[config.mk]
export PLATFORM = sky130hd
export DESIGN_NAME = dec_n_scan
export DESIGN_NICKNAME = d
export VERILOG_FILES = /design/src/rtl/dec_n_scan.sv
export SDC_FILE = /design/constraint.sdc
export NUM_CORES = 1
export LEC_CHECK = 0
export ABC_AREA = 1
export BUFFER_PORTS_ARGS = -buffer_cell sky130_fd_sc_hd__buf_2
export CORE_MARGIN = 1.5
export CORE_UTILIZATION = 40
export CTS_BUF_LIST = sky130_fd_sc_hd__clkbuf_4
export CTS_CLUSTER_DIAMETER = 150
export DETAILED_ROUTE_END_ITERATION = 12
export GPL_ROUTABILITY_DRIVEN = 0
export GPL_TIMING_DRIVEN = 0
export PLACE_DENSITY = 0.59
export SETUP_SLACK_MARGIN = 0.5
export SLEW_MARGIN = 10
export SYNTH_ARGS = -nofsm -noshare
export SYNTH_HDL_FRONTEND = slang
export SYNTH_SLANG_ARGS = --single-unit
[constraint.sdc]
create_clock -name clk -period 4.3 [get_ports clk]
set_input_delay 0.645 -clock clk [delete_from_list [all_inputs] [get_ports clk]]
set_output_delay 0.645 -clock clk [all_outputs]
set_load 0.03 [all_outputs]
[src/rtl/dec_n_scan.sv]
// Registered N-to-2^N one-hot decoder with a DIRECT mode (select latched on a strobe)
// and a SCAN mode that walks the active output over 0..scan_max with a fixed dwell.
module dec_n_scan #(
    parameter int N          = 3,
    parameter int DWELL      = 4,
    parameter bit ACTIVE_LOW = 1'b0
) (
    input  logic            clk,
    input  logic            rst,
    input  logic            en,
    input  logic            mode,
    input  logic [N-1:0]    sel,
    input  logic            sel_valid,
    input  logic [N-1:0]    scan_max,
    output logic [2**N-1:0] y,
    output logic [N-1:0]    idx,
    output logic            y_valid,
    output logic            wrap
);

    localparam int M = 2**N;
    localparam logic [15:0] DwellLast = 16'(DWELL - 1);
    localparam logic [M-1:0] Inactive = {M{ACTIVE_LOW}};

    typedef enum logic [1:0] {StIdle, StDirect, StScan} state_t;

    state_t      state;
    logic [15:0] cnt;

    function automatic logic [M-1:0] decode(input logic [N-1:0] i);
        logic [M-1:0] v;
        v    = {M{ACTIVE_LOW}};
        v[i] = ~ACTIVE_LOW;
        return v;
    endfunction

    always_ff @(posedge clk or posedge rst) begin
        if (rst) begin
            state   <= StIdle;
            y       <= Inactive;
            idx     <= '0;
            y_valid <= 1'b0;
            wrap    <= 1'b0;
            cnt     <= '0;
        end else if (!en) begin
            // idx deliberately holds its last value while idle
            state   <= StIdle;
            y       <= Inactive;
            y_valid <= 1'b0;
            wrap    <= 1'b0;
            cnt     <= '0;
        end else if (!mode) begin
            state <= StDirect;
            wrap  <= 1'b0;
            cnt   <= '0;
            if (sel_valid) begin
                y       <= decode(sel);
                idx     <= sel;
                y_valid <= 1'b1;
            end else if (state != StDirect) begin
                y       <= Inactive;
                y_valid <= 1'b0;
            end
        end else begin
            state <= StScan;
            if (state != StScan) begin
                idx     <= '0;
                y       <= decode('0);
                y_valid <= 1'b1;
                cnt     <= '0;
                wrap    <= 1'b0;
            end else if (cnt == DwellLast) begin
                cnt <= '0;
                // >= covers scan_max lowered below idx mid-scan and keeps idx from overflowing
                if (idx >= scan_max) begin
                    idx  <= '0;
                    y    <= decode('0);
                    wrap <= 1'b1;
                end else begin
                    idx  <= idx + 1'b1;
                    y    <= decode(idx + 1'b1);
                    wrap <= 1'b0;
                end
                y_valid <= 1'b1;
            end else begin
                cnt  <= cnt + 16'd1;
                wrap <= 1'b0;
            end
        end
    end

endmodule
After elaboration in Yosys (flattened, before gate mapping)
Index checks and enable logic that the tools add are counted.

cells by class
  add/subtract/negate cells = 2
  magnitude comparators = 5
  equal/unequal tests = 6
  mux-type cells = 33
  reduce and logical (&&, ||, !) cells = 5

operators by type and width
  cell                                                               count
  two-way mux 16 bit                                                 4
  two-way mux 8 bit                                                  7
  adder 16 x 1 -> 16 bit, second input constant                      1
  equality test 16 x 2 -> 1 bit, second input constant               1
  two-way mux 3 bit                                                  5
  two-way mux 1 bit                                                  13
  less-than comparator 3 x 4 -> 1 bit, second input constant         2
  demux 1 bit (select 3 bit)                                         2
  greater-or-equal comparator 3 x 1 -> 1 bit, second input constant  2
  two-way mux 2 bit                                                  2
  != test 4 x 1 -> 1 bit, second input constant                      1
  != test 4 x 2 -> 1 bit, second input constant                      1
  adder 3 x 1 -> 3 bit, second input constant                        1
  greater-or-equal comparator 3 bit                                  1
  != test 3 x 1 -> 1 bit, second input constant                      1
  AND reduction 3 bit                                                1
  logical AND 1 bit                                                  2
  != test 2 x 1 -> 1 bit, second input constant                      1
  != test 2 bit, second input constant                               1
  AND reduction 2 bit                                                1
  nonzero test 2 bit                                                 1

storage, ports and cells
  bits in registers = 31
  bits of input ports = 11
  output and inout bits = 13
  word-level logic and storage cells = 57

Logic depth before layout (Yosys ltp)
  depth after elaboration = 10
  mapped depth = 11
  depth with buffers taken out = 11

Worst setup path after synthesis
OpenSTA, ideal clock, no wires.

  kind = input to register
  start point = input scan_max[2]
  end point = register y[1]
  library setup time = 0.065 ns
  arrival = 1.659 ns
  data required time = 4.235 ns
  setup slack = 2.576 ns
  cell stages on the path = 9
  path buffers = 0
  cells stage by stage = inv_1 ha_1 a21oi_1 nand3_4 nor2_4 nand2_1 nand2_1 nand2_1 nand2_1

on the way
  cells in the longest elaborated chain, start to end = 6

RTL lines
  item                               line  RTL
  start, declared                    14    input logic [N-1:0] scan_max,
  greater-or-equal comparator 3 bit  75    if (idx >= scan_max) begin
  two-way mux 8 bit                  75
  two-way mux 8 bit                  72    end else if (cnt == DwellLast) begin
  two-way mux 8 bit                  66    if (state != StScan) begin
  two-way mux 8 bit                  52    end else if (!mode) begin
  two-way mux 8 bit                  45    end else if (!en) begin
  end signal, assigned               48    y <= Inactive;
  end signal, assigned               57    y <= decode(sel);
  end signal, assigned               68    y <= decode('0);
  end, declared                      15    output logic [2**N-1:0] y,

Every way passes these cells. The select of a mux whose other input is x is not followed.
A chain may end at the register's enable or synchronous reset.

Worst setup path after layout
  start point = register idx[0]
  end point = output idx[0]

RTL lines
  item                    line  RTL
  start, declared         16    output logic [N-1:0] idx,
  start signal, assigned  58    idx <= sel;
  start signal, assigned  80    idx <= idx + 1'b1;

No word-level cell between the ends.

==> impl_results.md <==
- Status: completed
- Syn Nets: roughly 280
- Largest delay share family, worst path: flip-flops
- Worst EP required: approximately 3700 ps
- Leak: approximately 1.1 nW
- # clock sinks: 31
- Sw Ratio: 0.2868
- Inserted Clock Buffers: 5
- Share of power burned in registers: 0.492
- Port-buffer cells: 23
- Drt total wl: 3958 um
- DR WL met2: 1898 um
- Max Cap Violations: 0
- Via-per-instance ratio: approximately 4.9
- Fmax: 0.5646 GHz
- Library cells used by synthesis: 27
- Setup TNS: 0 ps
- Clk slew on worst S/H paths: 100 ps
- CP Depth: 1
- Nets: 305
- Vias in the first global route: 1555
- CP peak stage delay: 540 ps
- Initial Utilization: 0.4195
- Ys flop type: dfrtp_1
- Slowest cell on the critical path: dfrtp_1
- Met1 wire length: 1917 um
- Final setup violating endpoints: 0
- DRT Pass-1 Iters: 4
- Htree depth: 2
- Synthesized instance count: 259
- GRT overflow: 0
- Synth Area per Inst: 7.150 um2
- CTS resizes: 0
- Die area: 0.005047 mm2
- Share of total power in combinational logic: 0.153
- Row count: 24
- Fin. Hold Viols: 0
- Crit-path max FO: 9
- Area Growth Syn to Fin: 13.85%
- Mapped Area: 0.001852 mm2
- Critical Path Sink Type: output port
- WL/cell: between 10 and 15 um
- Seq cells post-synth: 31
- Remaining antenna violation count: 0
- # diodes: 0
- Synth cell count leaders: 70 x nand2_1, 54 x nor2_1, 32 x inv_1
- First-pass GRT wire length: 6810 um
- Pin count of the biggest net entering global routing: 32
- Pins Over Slew Limit: 0
- FF-to-FF path depth: 11
- WS Path Type: reg2out
- Setup Skew: approximately 6.1 ps
- Die height: 71.04 um
- Synth area leader: dfrtp_1
- Measured slew at the worst slew-check pin: around 650 ps
- Met3 Routed Length: roughly 120 um
- Top cells by area, synth: dfrtp_1 42%, nand2_1 14%, nor2_1 11%
- TritonCTS clock tree: done
- DRT iter0 DRCs: 80
- Seq/Total Area, Yosys: 0.4189
- Ys Warns: 0
- Final worst-path cycle share: 0.4119
- Later-pin clock latency in the skew report: 320 ps
- DR DRC count: 0
- Die Width: slightly above 70 um
- Max VDD drop: 0.1318 mV
- Tmin final: about 1800 ps
- Unrepaired setup endpoints after global routing: false
- Layout cells sized above 1: 0.1586
- Crit path arrival time: 1130 ps
- Tot GR Track Use: 0.1719
- P per Cell Area: 297.1 mW/mm2
- Top sig layer: met4
- Final Cell Area: 0.002108 mm2
- Root buffer cell: clkbuf_4
- Most common cell in the netlist: nand2_1
- Ports: 24
- DP HPWL: about 3000 um
- Initial antenna violation count: 0
- Async S/R FF share, synth: 1.000
- Crit-path cells: buf_2
- Clock power share: 0.356
- EDFF count, synth: 0
- Multi-input logic area: 948.4 um2
- Via count: 1665
- Area of placed instances: 0.002032 mm2
- Net Switching: about 0.00018 W
- Startpoint types: flip-flop
- Area fraction of the dominant cell type after synthesis: 0.4189
- Internal power: 0.0004468 W
- FILL cells: 447
- Crit path buffers/inverters: 1
- Max Root-Sink Buffers: 2
- Core Box Area: between 0.004 and 0.005 mm2
- Post-cts hold buffer count: 0
- FF/Latch Area: 775.7 um2
- Worst hold path class: in2async
- Post-CTS Setup Bufs: 0
- Worst slew margin: 0.5649
## worst paths after layout
path | start | end | slack, ps
min in group clk | cnt[0] | cnt[0] | 460
max reg2reg | idx[0] | y[7] | 2560
min reg2reg | cnt[0] | cnt[0] | 460
min | rst | cnt[11] | 400
max in group asynchronous | rst | cnt[7] | 3480
max | idx[0] | idx[0] | 2530
## cell usage in the layout (no fill, tap or decap), drive strengths merged, types with 2 or more instances in the layout
| cell type | Yosys | layout |
|---|---|---|
| dfrtp | 31 | 31 |
| nor2 | 58 | 58 |
| a21oi | 9 | 9 |
| nand2 | 75 | 75 |
| nand4 | 5 | 5 |
| buf | 0 | 23 |
| nor3 | 8 | 8 |
| o21ai | 8 | 8 |
| clkinv | 0 | 2 |
| xor2 | 2 | 2 |
| ha | 5 | 5 |
| clkbuf | 0 | 5 |
| a41oi | 2 | 2 |
| nand3 | 16 | 16 |
| inv | 34 | 34 |
## state kept, by name (all words and copies together), names as in the netlist
register	cells
wrap	1
idx	3
y	8
y_valid	1
cnt	16
state	2
## area by class of cell
class / count / area share
inverters: 34 / 0.06053
repair buffers: 23 / 0.05460
multi-input cells: 194 / 0.4499
well taps: 52 / 0.03086
clock inverters: 3 / 0.01840
clock buffers: 5 / 0.01780
flip-flops and latches: 31 / 0.3680
## power by group through the flow
stage / clock (W) / sequential (W) / combinational (W)
detailed placement: 0 / 0.000313 / 0.0000965
CTS: 0.000231 / 0.000308 / 0.0000968
global placement: 0 / 0.000314 / 0.0000951
finish: 0.000223 / 0.000308 / 0.0000958
global route: 0.000244 / 0.000309 / 0.000109
floorplan: 0 / 0.000326 / 0.0000564
## metrics by stage
step	power (W)	setup WS (ps)	hold WS, ps	cells	utilization
after floorplan	0.0003820	2576	432.9	259	-
after global placement	0.0004091	2356	454.0	334	0.4603
after detailed placement	0.0004100	2348	454.2	334	0.4603
after CTS	0.0006359	2505	468.0	342	0.4776
after global routing	0.0006624	2366	450.7	342	0.4776
final	0.0006265	2529	395.8	342	0.4776
## worst reg2reg max path, stage by stage (launching register included)
cell and delay, ps:
dfrtp_1 540, inv_1 110, ha_1 280, inv_1 50
nand2_1 40, nand3_1 120, nand3_4 140, nor2_4 150
nand2_1 70, nand2_1 80, nand2_1 60, nand2_1 50
## cells by family (layout without fill, tap and decap cells)
| logic type | Yosys count | in the layout | share of synthesized area |
|---|---|---|---|
| XOR/XNOR | 3 | 3 | 0.01419 |
| AO/OA/AOI/OAI | 20 | 20 | 0.06013 |
| buffers and inverters | 34 | 65 | 0.06892 |
| flip-flops | 31 | 31 | 0.4189 |
| adder cells (fa/ha/maj) | 5 | 5 | 0.03378 |
| AND/OR/NAND/NOR | 166 | 166 | 0.4041 |
## layer usage
metal | GRT usage | vias up
met2 | 0.2856 | 26
met3 | 0.04416 | 2
met4 | 0.05031 | 0
met1 | 0.2221 | 754
met5 | 0 | -
li1 | - | 883
(Power assumes the default switching activity.)
